## src/rtl/recv_img.sv

```systemverilog
// UART image receiver: deserialises 8N1 bytes with an oversampling receiver
// and writes each byte as one pixel into a sequentially addressed frame BRAM.
module recv_img #(
    parameter int CLOCKS_PER_BAUD = 50,
    parameter int BRAM_LENGTH     = 4096,
    parameter int ADDR_WIDTH      = 14
) (
    input  logic                  clk,
    input  logic                  rst_in,
    input  logic                  rx,
    input  logic                  restart_in,
    output logic [ADDR_WIDTH-1:0] address,
    output logic [7:0]            pixel_out,
    output logic                  we_out,
    output logic                  busy,
    output logic                  full_image_received,
    output logic                  frame_err,
    output logic [7:0]            err_count,
    output logic [1:0]            out_state
);

    localparam int CW = (CLOCKS_PER_BAUD > 1) ? $clog2(CLOCKS_PER_BAUD) : 1;
    localparam logic [CW-1:0] HALF_M1 = CW'(CLOCKS_PER_BAUD / 2 - 1);
    localparam logic [CW-1:0] FULL_M1 = CW'(CLOCKS_PER_BAUD - 1);
    localparam logic [ADDR_WIDTH-1:0] LAST_IDX = ADDR_WIDTH'(BRAM_LENGTH - 1);

    typedef enum logic [1:0] {
        S_IDLE  = 2'd0,
        S_START = 2'd1,
        S_DATA  = 2'd2,
        S_STOP  = 2'd3
    } state_t;

    logic            rx_meta_reg;
    logic            rx_s_reg;
    state_t          state_reg, state_next;
    logic [CW-1:0]   cnt_reg, cnt_next;
    logic [2:0]      bit_reg, bit_next;
    logic [7:0]      shift_reg, shift_next;
    logic            stop_err_reg, stop_err_next;
    logic            byte_done;
    logic            bad_stop;

    logic [ADDR_WIDTH-1:0] index_reg;
    logic [ADDR_WIDTH-1:0] address_reg;
    logic [7:0]            pixel_reg;
    logic                  we_reg;
    logic                  busy_reg;
    logic                  last_reg;
    logic                  full_reg;
    logic                  ferr_reg;
    logic [7:0]            err_cnt_reg;

    // Two-flop synchroniser; idles high so reset never looks like a start bit.
    always_ff @(posedge clk or negedge rst_in) begin
        if (!rst_in) begin
            rx_meta_reg <= 1'b1;
            rx_s_reg    <= 1'b1;
        end else begin
            rx_meta_reg <= rx;
            rx_s_reg    <= rx_meta_reg;
        end
    end

    always_ff @(posedge clk or negedge rst_in) begin
        if (!rst_in) begin
            state_reg    <= S_IDLE;
            cnt_reg      <= '0;
            bit_reg      <= '0;
            shift_reg    <= '0;
            stop_err_reg <= 1'b0;
        end else begin
            state_reg    <= state_next;
            cnt_reg      <= cnt_next;
            bit_reg      <= bit_next;
            shift_reg    <= shift_next;
            stop_err_reg <= stop_err_next;
        end
    end

    always_comb begin
        state_next    = state_reg;
        cnt_next      = cnt_reg;
        bit_next      = bit_reg;
        shift_next    = shift_reg;
        stop_err_next = stop_err_reg;
        byte_done     = 1'b0;
        bad_stop      = 1'b0;
        case (state_reg)
            S_IDLE: begin
                if (!rx_s_reg) begin
                    state_next = S_START;
                    cnt_next   = '0;
                end
            end
            S_START: begin
                if (cnt_reg == HALF_M1) begin
                    cnt_next = '0;
                    if (!rx_s_reg) begin
                        state_next = S_DATA;
                        bit_next   = '0;
                    end else begin
                        state_next = S_IDLE;
                    end
                end else begin
                    cnt_next = cnt_reg + 1'b1;
                end
            end
            S_DATA: begin
                if (cnt_reg == FULL_M1) begin
                    cnt_next   = '0;
                    shift_next = {rx_s_reg, shift_reg[7:1]};
                    bit_next   = bit_reg + 3'd1;
                    if (bit_reg == 3'd7) begin
                        state_next = S_STOP;
                    end
                end else begin
                    cnt_next = cnt_reg + 1'b1;
                end
            end
            S_STOP: begin
                // After a bad stop bit, park here until the line returns high.
                if (stop_err_reg) begin
                    if (rx_s_reg) begin
                        state_next    = S_IDLE;
                        stop_err_next = 1'b0;
                    end
                end else if (cnt_reg == FULL_M1) begin
                    cnt_next = '0;
                    if (rx_s_reg) begin
                        byte_done  = 1'b1;
                        state_next = S_IDLE;
                    end else begin
                        bad_stop      = 1'b1;
                        stop_err_next = 1'b1;
                    end
                end else begin
                    cnt_next = cnt_reg + 1'b1;
                end
            end
            default: begin
                state_next = S_IDLE;
            end
        endcase
    end

    // Pixel write port and image bookkeeping; restart always beats increment.
    always_ff @(posedge clk or negedge rst_in) begin
        if (!rst_in) begin
            index_reg   <= '0;
            address_reg <= '0;
            pixel_reg   <= '0;
            we_reg      <= 1'b0;
            busy_reg    <= 1'b0;
            last_reg    <= 1'b0;
            full_reg    <= 1'b0;
        end else begin
            we_reg   <= byte_done;
            last_reg <= byte_done && (index_reg == LAST_IDX) && !restart_in;
            full_reg <= last_reg && !restart_in;
            if (byte_done) begin
                address_reg <= index_reg;
                pixel_reg   <= shift_reg;
            end
            if (restart_in) begin
                index_reg <= '0;
            end else if (byte_done) begin
                index_reg <= (index_reg == LAST_IDX) ? '0 : index_reg + 1'b1;
            end
            if (restart_in || last_reg) begin
                busy_reg <= 1'b0;
            end else if (byte_done && (index_reg == '0)) begin
                busy_reg <= 1'b1;
            end
        end
    end

    always_ff @(posedge clk or negedge rst_in) begin
        if (!rst_in) begin
            ferr_reg    <= 1'b0;
            err_cnt_reg <= '0;
        end else begin
            ferr_reg <= bad_stop;
            if (bad_stop && (err_cnt_reg != 8'hFF)) begin
                err_cnt_reg <= err_cnt_reg + 8'd1;
            end
        end
    end

    assign address             = address_reg;
    assign pixel_out           = pixel_reg;
    assign we_out              = we_reg;
    assign busy                = busy_reg;
    assign full_image_received = full_reg;
    assign frame_err           = ferr_reg;
    assign err_count           = err_cnt_reg;
    assign out_state           = state_reg;

endmodule

```

## config.mk

```make
export PLATFORM = sky130hd
export DESIGN_NAME = recv_img
export DESIGN_NICKNAME = d
export VERILOG_FILES = /design/src/rtl/recv_img.sv
export SDC_FILE = /design/constraint.sdc
export NUM_CORES = 1
export LEC_CHECK = 0
export CORE_UTILIZATION = 30
export CTS_CLUSTER_SIZE = 16
export DETAILED_ROUTE_END_ITERATION = 6
export PLACE_DENSITY_LB_ADDON = 0.15
export SYNTH_ARGS = -nofsm -noshare
export SYNTH_HDL_FRONTEND = slang
export SYNTH_SLANG_ARGS = --single-unit
```

## constraint.sdc

```tcl
create_clock -name clk -period 2.6 [get_ports clk]
set_clock_uncertainty 0.05 [all_clocks]
set_input_delay 0.26 -clock clk [delete_from_list [all_inputs] [get_ports clk]]
set_output_delay 0.26 -clock clk [all_outputs]
set_load 0.03 [all_outputs]
```

* Yosys cells after proc, flatten, opt, wreduce, memory -nomap -nowiden
Index checks and enable logic that the tools add are counted.
** Cells by class
- Eq/ne operators :: 15
- $add $sub $neg :: 4
- Reduce and logical (&&, ||, !) cells :: 16
- Multiplexer cells :: 32
** Operators with widths (count)
- 14-bit 2-to-1 mux :: 3
- 6-bit 2-to-1 mux :: 4
- 6-bit one-hot mux with 4 select lines :: 1
- 2-bit 2-to-1 mux :: 8
- 14-bit by 1-bit adder with 14-bit output (second input constant) :: 1
- 14-bit by 12-bit == test with 1-bit output (second input constant) :: 1
- 14-bit logical NOT :: 1
- 2-bit inequality test (second input constant) :: 6
- 1-bit 2-to-1 mux :: 11
- 3-bit 2-to-1 mux :: 3
- 8-bit by 1-bit adder with 8-bit output (second input constant) :: 1
- 8-bit inequality test (second input constant) :: 1
- 2-bit one-hot mux with 4 select lines :: 1
- 6-bit by 1-bit adder with 6-bit output (second input constant) :: 1
- 6-bit by 5-bit == test with 1-bit output (second input constant) :: 1
- 6-bit == test (second input constant) :: 1
- 3-bit one-hot mux with 2 select lines :: 1
- 2-bit nonzero test :: 3
- 1-bit logical AND :: 5
- 5-bit AND reduction :: 1
- 2-bit == test (second input constant) :: 2
- 2-bit AND reduction :: 2
- 4-bit AND reduction :: 1
- 3-bit by 1-bit adder with 3-bit output (second input constant) :: 1
- other kinds (6) :: 6
** Storage, ports and cells
- Logic and storage cells :: 83
- Output and inout port bits :: 36
- Flip-flop bits (word level) :: 71

* Logic depth before layout (Yosys ltp)
- Depth in word-level cells :: 7
- Depth in mapped cells :: 10
- Gate-level depth less buffers :: 7

* Worst setup path before layout
OpenSTA, ideal clock, no wires.
- Path type :: reg2reg
- Start :: reg cnt_reg[1]
- End :: reg index_reg[12]
- Data arrival time :: 1.889 ns
- Clock period less this slack :: 2.017 ns
- Cell stages (with the launch flop) :: 8
- Data required time :: 2.472 ns
- Slack :: 0.583 ns
- Cells stage by stage :: dfrtp_1 inv_1 ha_1 nand4b_4 or3_4 buf_6 or4_1 a21oi_1
** Between the ends
- Longest elaborated chain between the ends :: 5
** RTL lines
- start, declared :: line 37 : logic [CW-1:0] cnt_reg, cnt_next;
- start signal, assigned :: line 74 : cnt_reg <= cnt_next;
- 6-bit == test :: line 128 : end else if (cnt_reg == FULL_M1) begin
- 1-bit 2-to-1 mux :: line 128
- 1-bit 2-to-1 mux :: line 123 : if (stop_err_reg) begin
- 1-bit 2-to-1 mux :: line 89 : case (state_reg)
- 2-bit nonzero test (no line)
- end signal, assigned :: line 168 : index_reg <= (index_reg == LAST_IDX) ? '0 : index_reg + 1'b1;
- end, declared :: line 44 : logic [ADDR_WIDTH-1:0] index_reg;
No other way between the ends.
A chain may end at the register's enable or synchronous reset.

* Worst setup path after layout
- Start :: reg cnt_reg[1]
- End :: reg err_cnt_reg[1], in the netlist err_count[1]
** Between the ends
- Longest elaborated chain between the ends :: 5
** RTL lines
- 6-bit == test :: line 128
- 1-bit 2-to-1 mux :: line 128
- 1-bit 2-to-1 mux :: line 123
- 1-bit 2-to-1 mux :: line 89
- 1-bit logical AND :: line 184 : if (bad_stop && (err_cnt_reg != 8'hFF)) begin
- end signal, assigned :: line 185 : err_cnt_reg <= err_cnt_reg + 8'd1;
- end, declared :: line 52 : logic [7:0] err_cnt_reg;
No other way between the ends.

==> results.txt <==
- Of the available clock period, the critical path in the final layout requires 0.853.
* Height of the chip: 107 um
- Post-CTS repair changed the size of 0 cells.
- TritonCTS sink count: roughly 70
* Flip-flop and latch count after synthesis: 71
* Worst hold path class: input pin to flip-flop
- H-tree level count: 3
- Final number of hold-violating endpoints: 0
- Of the post-synthesis cell area, the dominant cell type holds 0.519.
- The first routing iteration left 113 violations.
- The root buffer cell chosen for the clock tree is clkbuf_8.
- Worst r2r src: cnt_reg[1]$_DFFE_PN0P_
- The core region is about 11000 um2.
* Main area contributors after synthesis: dfrtp_1 52%, nand2_1 7.1%, mux2_2 3.0%, ha_1 3.0%, o21ai_0 2.9%
- During synthesis, Yosys emitted a total of 0 warnings.
- The die covers ~12000 um2.
* Placer's final routability congestion estimate: between 0.7 and 0.8
* Worst Setup Path Type: flip-flop to flip-flop
- STA puts the critical path data required time at about 2800 ps.
- Final min period: around 2200 ps
- TritonCTS built the clock tree.
* Power per unit of standard cell area: 608 nW/um2
* # setup viols final: 0
* Most heavily used metal layer in global routing: met2
- For met3 alone, demand over resource in global routing was 0.0260.
- Via total after detailed routing: 2595
* Grt ovf: 0
- Number of synthesized flops with an enable pin: 0
* Largest buffer count on any clock path: 2
- In the routed layout, each cell is associated on average with a via count of around 5.0.
- Post-synth design cell area: 3330 um2
- Setup repair after global routing left no endpoint under its margin.
- STA classifies the critical path endpoint as a flip-flop.
- Clock buffer count from CTS: 9
- Vias in the first global route: about 2.6k
- The worst setup path is launched from a flip-flop.
* Most used DFF post-synth: dfrtp_1
- Worst hold slack: 246 ps
- Worst-margin pin slew: 645 ps
- Max_cap viols: 0
- Fraction of layout instances using a drive strength above 1: 0.104
- Global-route total usage across every layer: 0.140
- Data arrives at the worst endpoint at 2410 ps.
- Summed over all cells, the static leakage comes to approximately 1.8 nW.
- Hold path start: rx
- Of all nets on the critical path, the largest fanout is 8.
- The flow ran to the end, and the final reports show no timing, DRC or antenna violations.
- Area Overhead vs Synth: 22.9%
- The worst-case IR drop observed on VDD is 0.314 mV.
* Top-count cell post-synth: dfrtp_1
* Total Wirelength: 7.35 mm
* Post-route antenna net violation count: 0
- Number of nets in the layout: 390
- Once layout is complete, the utilization of the core stands at 0.377.
* Setup Slack @ Placement: between 300 and 400 ps
- For this run, design rule violations remaining after detail routing come to 0.
- 0 antenna diodes ended up in the layout.
- After synthesis, the mean cell area works out to approximately 9.9 um2.
- Final Max Slew Viols: 0
* Sequential-to-total area share from yosys stat: 0.535
- Synthesized net count: 347
* Clock-pin slew on the worst setup and hold paths: 90 ps
* First-pass detailed-route iteration total: 4
- For met1 alone, demand over resource in global routing was 0.203.
- In the final timing run, aggregate negative setup slack is 0 ps.
* Area leader, netlist: dfrtp_1
- For met2 alone, demand over resource in global routing was 0.206.
- Share of synthesized registers carrying an async set or reset: 1.00
- The netlist uses 44 different library cells.
* Per-cell routed wire length: 14.0 um
* Initial antenna violation count: 0
* Largest net degree at the start of global routing: 46
* Port Buffer Count: 39
- 40 I/O pins were placed.
- Normalized max-slew margin: 0.570
- Minimum setup slack in the final design: 381 ps
- Most instantiated cells after synthesis: 69 x dfrtp_1, 63 x nand2_1, 21 x inv_1, 19 x o21ai_0, 17 x nand3_1
* Initial Utilization: 0.307
- Wire length of the first global-routing pass: 12.8 mm
* Final HPWL from detailed placement: 4.93 mm
- The cell count after synthesis came out at 335.
- Timing startpoint of the critical path: cnt_reg[1]$_DFFE_PN0P_
* Total number of placement rows: 38
- For the worst-skew pair, the clock arrives at the later sink with an insertion delay of 360 ps.
- Maximum clock rate: roughly 450 MHz
- Width of the die: approximately 110 um
-- cell usage in the layout (no fill, tap or decap), types with 3 or more instances in the layout --
cell type / n
a21oi_1: 16
nor2_1: 7
mux2_2: 9
a31oi_1: 5
nand4_1: 3
nor3_1: 7
clkdlybuf4s50_1: 38
or3_1: 7
buf_4: 7
inv_6: 3
o32ai_1: 5
o21ai_0: 19
and3_1: 4
nand2_1: 63
inv_1: 21
or4_1: 9
nand4b_1: 4
nand3_1: 17
ha_1: 8
nor4_1: 6
dfrtp_1: 69
xor2_1: 7
clkbuf_8: 9
-- power by group --
group	switching [W]	internal (W)	total [W]
combinational	0.000241	0.000169	0.000410
sequential	0.0000685	0.00115	0.00122
clock	0.000494	0.000365	0.000859
total	0.000804	0.00168	0.00249
-- worst max-delay path: stages, from the launching register on --
cell and delay (ps):
dfrtp_1 410, inv_1 100, ha_1 210, nor4bb_1 390, nand3_1 330, nor2_1 270
mux2_2 350
-- logic make-up after synthesis --
family                     synth area share
AOI/OAI and AO/OA                     0.110
DFF                                   0.535
and+or+nand+nor                       0.223
muxes                                0.0335
xor gates and xnor gates             0.0237
adders and majority gates            0.0301
buffers and inverters                0.0451
-- through the flow --
stage	std cells	cell area, um2	power [W]
final	523	4090	0.00249
after global placement	506	3890	0.00165
after CTS	523	4090	0.00252
after detailed placement	506	3890	0.00165
after global routing	523	4090	0.00261
after floorplan	335	3330	0.00150
-- metal layers --
layer | vias to the layer above | part of all wire
li1 | 1278 | -
met1 | 1271 | 0.52
met2 | 38 | 0.44
met3 | 8 | 0.030
met4 | 0 | 0.011
met5 | - | 0
-- layout make-up --
type | count | area [um2]
fillers | 1103 | 6750
flip-flops and latches | 71 | 1780
multi-input cells | 227 | 1400
repair buffers | 48 | 468
well taps | 140 | 175
clock buffers | 9 | 124
inverters | 21 | 78.8
clock inverters | 7 | 61.3
-- path summary, 6_finish.rpt --
path / to / slack (ps) / cells past startpoint
worst min register to register: rx_s_reg$_DFF_PN1_ / 330 / 0
max in group asynchronous: rx_s_reg$_DFF_PN1_ / 1370 / 3
min in group asynchronous: address[7]$_DFFE_PN0P_ / 400 / 2
worst min-delay path: rx_meta_reg$_DFF_PN1_ / 250 / 1
worst max register to register: err_count[1]$_DFFE_PN0P_ / 380 / 6
worst max-delay path: err_count[1]$_DFFE_PN0P_ / 380 / 6
-- what timing repair did --
action,CTS,global route
hold endpoints to repair,26,0
setup buffers,0,0
hold buffers,1,0
No activity file was read; power rests on OpenSTA's default activity.
